### config.mk
export PLATFORM = sky130hd
export DESIGN_NAME = br_resolve_queue
export DESIGN_NICKNAME = d
export VERILOG_FILES = /design/src/rtl/br_resolve_queue.sv
export SDC_FILE = /design/constraint.sdc
export NUM_CORES = 1
export LEC_CHECK = 0
export ABC_CLOCK_PERIOD_IN_PS = 8560
export CORE_MARGIN = 8
export CORE_UTILIZATION = 35
export CTS_BUF_LIST = sky130_fd_sc_hd__clkbuf_2 sky130_fd_sc_hd__clkbuf_4 sky130_fd_sc_hd__clkbuf_8
export DETAILED_ROUTE_END_ITERATION = 10
export GPL_TIMING_DRIVEN = 0
export PLACE_DENSITY_LB_ADDON = 0.12
export SLEW_MARGIN = 10
export SYNTH_ARGS = -nofsm -noshare
export SYNTH_HDL_FRONTEND = slang
export SYNTH_SLANG_ARGS = --single-unit
### constraint.sdc
create_clock -name clk -period 8.56 [get_ports clk]
set_clock_uncertainty 0.1 [all_clocks]
set_input_delay 1.712 -clock clk [delete_from_list [all_inputs] [get_ports clk]]
set_output_delay 1.712 -clock clk [all_outputs]
set_load 0.01 [all_outputs]
### src/rtl/br_resolve_queue.sv
// Branch resolve queue: FIFO of predicted branches, resolved in order, emitting predictor updates and mispredict redirects.
// Optional statistics counters enabled by defining BRQ_STATS_EN.
module br_resolve_queue #(
   parameter int unsigned s_idx = 3
) (
   input  logic             clk,
   input  logic             rst,
   input  logic             push,
   input  logic [31:0]      push_pc,
   input  logic             push_take,
   input  logic [31:0]      push_target,
   input  logic             resolve,
   input  logic             resolve_br_en,
   input  logic [31:0]      resolve_target,
   output logic             full,
   output logic             empty,
   output logic [s_idx:0]   count,
   output logic             update,
   output logic             upd_br_en,
   output logic [31:0]      upd_waddr,
   output logic             redirect,
   output logic [31:0]      redirect_pc
`ifdef BRQ_STATS_EN
   ,
   output logic [31:0]      stat_resolved,
   output logic [31:0]      stat_mispred
`endif
);

   localparam int unsigned DEPTH = 2 ** s_idx;
   localparam logic [s_idx:0] FULL_CNT = {1'b1, {s_idx{1'b0}}};

   logic [31:0]      pc_mem   [DEPTH];
   logic             take_mem [DEPTH];
   logic [31:0]      tgt_mem  [DEPTH];

   logic [s_idx-1:0] head_q, head_d, tail_q, tail_d;
   logic [s_idx:0]   count_q, count_d;
   logic             update_q, update_d;
   logic             upd_br_en_q, upd_br_en_d;
   logic [31:0]      upd_waddr_q, upd_waddr_d;
   logic             redirect_q, redirect_d;
   logic [31:0]      redirect_pc_q, redirect_pc_d;

   logic             res_acc, push_acc, mispred;
   logic [31:0]      head_pc, head_tgt;
   logic             head_take;

   assign full  = (count_q == FULL_CNT);
   assign empty = (count_q == '0);
   assign count = count_q;

   assign head_pc   = pc_mem[head_q];
   assign head_take = take_mem[head_q];
   assign head_tgt  = tgt_mem[head_q];

   assign res_acc = resolve & ~empty;
   assign mispred = res_acc & ((head_take != resolve_br_en) |
                               (head_take & resolve_br_en & (head_tgt != resolve_target)));
   // A full queue may still take a push when the oldest entry retires cleanly this cycle.
   assign push_acc = push & ~mispred & (~full | res_acc);

   always_comb begin
      head_d        = head_q;
      tail_d        = tail_q;
      count_d       = count_q;
      update_d      = 1'b0;
      upd_br_en_d   = upd_br_en_q;
      upd_waddr_d   = upd_waddr_q;
      redirect_d    = 1'b0;
      redirect_pc_d = redirect_pc_q;
      if (res_acc) begin
         update_d    = 1'b1;
         upd_br_en_d = resolve_br_en;
         upd_waddr_d = head_pc;
      end
      if (mispred) begin
         redirect_d    = 1'b1;
         redirect_pc_d = resolve_br_en ? resolve_target : head_pc + 32'd4;
         head_d        = tail_q;
         count_d       = '0;
      end else begin
         if (res_acc)
            head_d = head_q + s_idx'(1);
         if (push_acc)
            tail_d = tail_q + s_idx'(1);
         if (push_acc && !res_acc)
            count_d = count_q + (s_idx+1)'(1);
         else if (!push_acc && res_acc)
            count_d = count_q - (s_idx+1)'(1);
      end
   end

   always_ff @(posedge clk) begin
      if (rst) begin
         head_q        <= '0;
         tail_q        <= '0;
         count_q       <= '0;
         update_q      <= 1'b0;
         upd_br_en_q   <= 1'b0;
         upd_waddr_q   <= '0;
         redirect_q    <= 1'b0;
         redirect_pc_q <= '0;
      end else begin
         head_q        <= head_d;
         tail_q        <= tail_d;
         count_q       <= count_d;
         update_q      <= update_d;
         upd_br_en_q   <= upd_br_en_d;
         upd_waddr_q   <= upd_waddr_d;
         redirect_q    <= redirect_d;
         redirect_pc_q <= redirect_pc_d;
      end
   end

   always_ff @(posedge clk) begin
      if (!rst && push_acc) begin
         pc_mem[tail_q]   <= push_pc;
         take_mem[tail_q] <= push_take;
         tgt_mem[tail_q]  <= push_target;
      end
   end

   assign update      = update_q;
   assign upd_br_en   = upd_br_en_q;
   assign upd_waddr   = upd_waddr_q;
   assign redirect    = redirect_q;
   assign redirect_pc = redirect_pc_q;

`ifdef BRQ_STATS_EN
   logic [31:0] stat_resolved_q, stat_resolved_d;
   logic [31:0] stat_mispred_q, stat_mispred_d;

   // Counted off the registered strobes, so they advance one cycle after the resolve.
   always_comb begin
      stat_resolved_d = stat_resolved_q + {31'b0, update_q};
      stat_mispred_d  = stat_mispred_q + {31'b0, redirect_q};
   end

   always_ff @(posedge clk) begin
      if (rst) begin
         stat_resolved_q <= '0;
         stat_mispred_q  <= '0;
      end else begin
         stat_resolved_q <= stat_resolved_d;
         stat_mispred_q  <= stat_mispred_d;
      end
   end

   assign stat_resolved = stat_resolved_q;
   assign stat_mispred  = stat_mispred_q;
`endif

endmodule

; Word level (Yosys, flattened, before mapping)
; Memories as Yosys holds them, arrays and structs flattened. A register that Yosys moved wholly into a read port is not among the register bits.
; Cells that the tools add are included.
[classes]
add_sub_neg = 5
multipliers = 0
n_div = 0
n_lt_le_gt_ge = 0
n_eq_ne = 3
shift = 0
muxes = 15
bitwise_logic = 11
reduce_logical = 11
[ops]
columns = operator, n
row1 = "adder 32 x 3 -> 32 bit, second input constant", 1
row2 = 2-to-1 mux 32 bit, 1
row3 = inequality test 32 bit, 1
row4 = 2-to-1 mux 3 bit, 8
row5 = 2-to-1 mux 4 bit, 2
row6 = "adder 3 x 1 -> 3 bit, second input constant", 2
row7 = AND 1 bit, 6
row8 = "adder 4 x 1 -> 4 bit, second input constant", 1
row9 = "== test 4 bit, second input constant", 1
row10 = logical NOT 4 bit, 1
row11 = 2-to-1 mux 1 bit, 4
row12 = nonzero test 2 bit, 2
row13 = "subtractor 4 x 1 -> 4 bit, second input constant", 1
row14 = logical AND 1 bit, 3
row15 = logical NOT 1 bit, 3
row16 = inverter 1 bit, 3
row17 = bitwise OR 1 bit, 2
row18 = AND reduction 2 bit, 1
row19 = OR reduction 2 bit, 1
row20 = inequality test 1 bit, 1
[totals]
ff_bits = 77
latch_bits = 0
ramBits = 520
rom_bits = 0
inputBits = 102
output_inout_bits = 73
wordCells = 56
memories = 3
[mem_list]
columns = name, depth, word_bits, rd, rd_clocked_by_memory_dff, wr, line
row1 = pc_mem, 8, 32, 1, 1, 1, 33  ; logic [31:0] pc_mem [DEPTH];
row2 = tgt_mem, 8, 32, 1, 1, 1, 35  ; logic [31:0] tgt_mem [DEPTH];
row3 = take_mem, 8, 1, 1, 1, 1, 34  ; logic take_mem [DEPTH];

; Depth between registers and ports, before layout
[logic_depth]
word_depth = 11
mapped_depth = 24
depth_no_buf = 17

; Least setup slack after synthesis
; OpenSTA, ideal clock, no wires.
[synth_path]
path_type = register to register
from = reg (tool-made name)
to = mem pc_mem[1][0] (enable)
arrival_time_ps = 7728
t_required_ps = 7892
path_slack_ps = 164
stages_incl_launch_ff = 18
n_path_buf = 8
period_less_slack_ps = 8396
path_cell_list = dfxtp_1 > buf_6 > buf_12 > buf_12 > buf_12 > buf_12 > buf_8 > buf_6 > buf_2 > mux4_2 > nand2_1 > nand2_1 > ha_1 > nand2_1 > nand2_1 > a31oi_1 > nand3_1 > nor3_1
[synth_lines]
columns = element, line
row1 = end: declaration, 33

==> summary.md <==
| Metric | Value |
|---|---|
| Final Slew Violations | 0 |
| Avg WL per Cell | 26.68 um |
| Crit path arrival time | 7.11 ns |
| Fin. Hold Viols | 0 |
| Period utilisation layout | 79.83% |
| Hold Slack | 0.3823 ns |
| Max stage delay on crit path | 0.83 ns |
| Placement Setup Slack | 1.562 ns |
| Mux share of post-synthesis cell area | 14.49% |
| Synth warn | 0 |
| Total of max-cap violations | 0 |
| DRC | 0 |
| Simple-gate portion of the synthesized area | 4.561% |
| First-pass GRT wire length | 99170 um |
| Sequential area share after synthesis | 72.06% |
| Total gr overflow | 0 |
| Die width | 277.3 um |
| Max Clk Rate | 146.3 MHz |
| IO Port Bufs | 173 |
| DP HPWL | 50100 um |
| Setup CP Type | register to register |
| GP Congestion | 0.8056 |
| Initial Util | 35.45% |
| Drt initial violations | 1068 |
| Worst-Skew Late Latency | 0.67 ns |
| Main combinational cell family by area after synthesis | multiplexers |
| VDD IR max | 102.8 uV |
| DRT Wirelength | 69610 um |
| Status | completed |
| Post-Syn Area per Cell | 17.91 um^2 |
| Rows | 95 |
| Final WS setup | 1.726 ns |
| Num CTS Buffers | 98 |
| Asr flop ratio synth | 0% |
| Most common cell after layout, fill and taps aside | edfxtp_1 |
| Dpl cell area | 27500 um^2 |
| Root Buffer | clkbuf_8 |
| Initial antenna violation count | 10 |
| CTS tree | built |
| Post-CTS Setup Bufs | 0 |
| CTS clock-pin slew for the worst setup and hold paths | 0.06 ns |
| Dominant synthesized flop cell | edfxtp_1 |
| Ports | 175 |
| Area Growth Syn to Fin | 23.65% |
| # hold bufs at CTS | 0 |
| Slew @ Worst Pin | 1.071 ns |
| Distinct cells, synth | 60 |
| Final core occ | 43.84% |
| Die height | 277.3 um |
| Setup_tns | 0 ns |
| Total Routing Usage GR | 17.73% |
| CTS Sinks | 600 |
| R2R setup slack | 1.73 ns |
| Vias in the first global route | 13740 |
| H-tree depth | 3 |
| RSZ-0062 raised after global routing | false |
| CP Max Fanout | 10 |
| Final #Nets | 1760 |
| Mapped cell area | 23890 um^2 |
| Routed Antenna Nets | 0 |
| Commonest non-fill, non-tap cells in the layout | 520 x edfxtp_1, 173 x clkdlybuf4s50_1, 113 x mux2i_1, 113 x clkbuf_8, 80 x dfxtp_1 |
| Hold Startpoint | redirect_pc[23] |
| Worst Setup End Kind | register |
| Post-Syn Instances | 1334 |
| Worst r2r dst | pc_mem[1][30] |
| Core area | 67400 um^2 |
| Post-synthesis xor/xnor area fraction | 1.943% |
| CP Launch Type | register |
| Synth Area in Adders | 0.4504% |
| DR pass1 iterations | 5 |
| Post-route cell area | 29540 um^2 |
| Reg2reg path depth | 19 |
| Path category of the worst min-delay check | register to register |
| Syn nets | 1444 |
| Vias | 13490 |
| Slowest CP cell | a31oi_1 |
| Hold path cells | 2 |
| Worst hold endpoint | redirect_pc[23] |
| Compound-Gate Fraction of Synth Area | 4.273% |
| Yosys reg bits | 600 |
| Final count of negative-setup-slack endpoints | 0 |
| Pin count of the biggest net entering global routing | 21 |
| Fin crit period | 6.834 ns |
| Leakage power | 0.009778 uW |
| Clk buf depth | 3 |
| Max-Slew Margin vs Limit | 28.28% |
| Die Footprint | 76880 um^2 |
| Number of flops mapped to enable cells by yosys | 520 |
| Required time worst endpoint | 8.84 ns |
| Share of cells above drive strength 1 | 19.58% |
| Vias/cell | 5.169 |
| Cell Pwr Density | 273.7 nW/um^2 |
| Resize count post-CTS | 0 |
| CP Cell Sequence | buf_4 -> buf_4 -> buf_2 -> clkbuf_1 -> clkbuf_1 -> mux4_2 -> nand2_1 -> nand2_1 -> ha_1 -> nand2_1 -> nand2_1 -> a31oi_1 -> nand3_1 -> nor3_2 -> buf_6 -> buf_4 -> buf_6 -> buf_6 -> buf_6 |
cell families after synthesis:
logic type	after synthesis
muxes	214
adders and majority gates	8
AOI/OAI and AO/OA	155
xor gates and xnor gates	53
buffers and inverters	78
and+or+nand+nor	226
DFF	600
where the power goes:
group / leakage [uW] / total, uW / switching, uW / internal (uW)
sequential: 0.00535 / 3510 / 138 / 3370
combinational: 0.00335 / 2020 / 1130 / 893
clock: 0.00108 / 2560 / 1130 / 1430
total: 0.00978 / 8090 / 2400 / 5690
routing by layer:
layer  vias to the layer above  track usage (%)  part of all wire [%]
li1                       5977                -                     -
met1                      6963            23.77                    44
met2                       436            27.76                    46
met3                       100            4.970                   7.8
met4                        10            5.698                   2.2
met5                         -                0                 0.086
through the flow:
stage	power (uW)	cells
final	8086	2609
after global routing	8440	2607
after CTS	8185	2604
after detailed placement	5615	2423
after global placement	5590	2380
after floorplan	4734	1334
worst max-delay path: cells and delay by family, from the launching register on:
family	cells	cell delay (ns)
mux	1	0.40
fa+ha+maj	1	0.35
compound gates	1	0.83
buf+inv	10	2.97
flops	1	0.39
simple gates	6	1.44
state kept, by name (all words and copies together) (netlist names), named ones only:
name         cells
tgt_mem        256
take_mem         8
redirect_pc     32
upd_br_en        1
pc_mem         256
head_q           3
count            4
update           1
redirect         1
upd_waddr       32
tail_q           3
synthesized netlist by cell type, types with 29 or more instances:
cell type / count / area share, %
a211oi_1: 30 / 0.94
o21ai_0: 30 / 0.63
a22oi_1: 32 / 1.0
nand2_1: 69 / 1.1
xor2_1: 34 / 1.2
a21oi_1: 29 / 0.61
nor2_1: 75 / 1.2
mux4_2: 75 / 7.1
edfxtp_1: 520 / 65
clkbuf_1: 30 / 0.47
dfxtp_1: 80 / 6.7
mux2i_1: 113 / 4.7
worst max path at each step:
stage,start,end,slack [ns],cells after the start
final,register,pc_mem[1][30],1.73,19
after global routing,register,tgt_mem[1][10],1.46,19
after CTS,register,pc_mem[1][30],1.69,19
after detailed placement,resolve_target[17],tgt_mem[1][12],1.56,13
after global placement,resolve_target[17],tgt_mem[1][21],-7.44,8
after floorplan,register,pc_mem[1][0],0.16,17
area by class of cell:
| cell class | count | area, um^2 |
|---|---|---|
| plain buffers | 70 | 501.7 |
| inverters | 8 | 30.03 |
| multi-input cells | 656 | 6200 |
| fillers | 5897 | 37850 |
| clock buffers | 144 | 1788 |
| clock inverters | 37 | 240.2 |
| repair buffers | 216 | 2462 |
| flip-flops and latches | 600 | 17220 |
| diodes | 5 | 12.51 |
| well taps | 873 | 1092 |
Note: power is estimated with default switching activity, not from simulation.
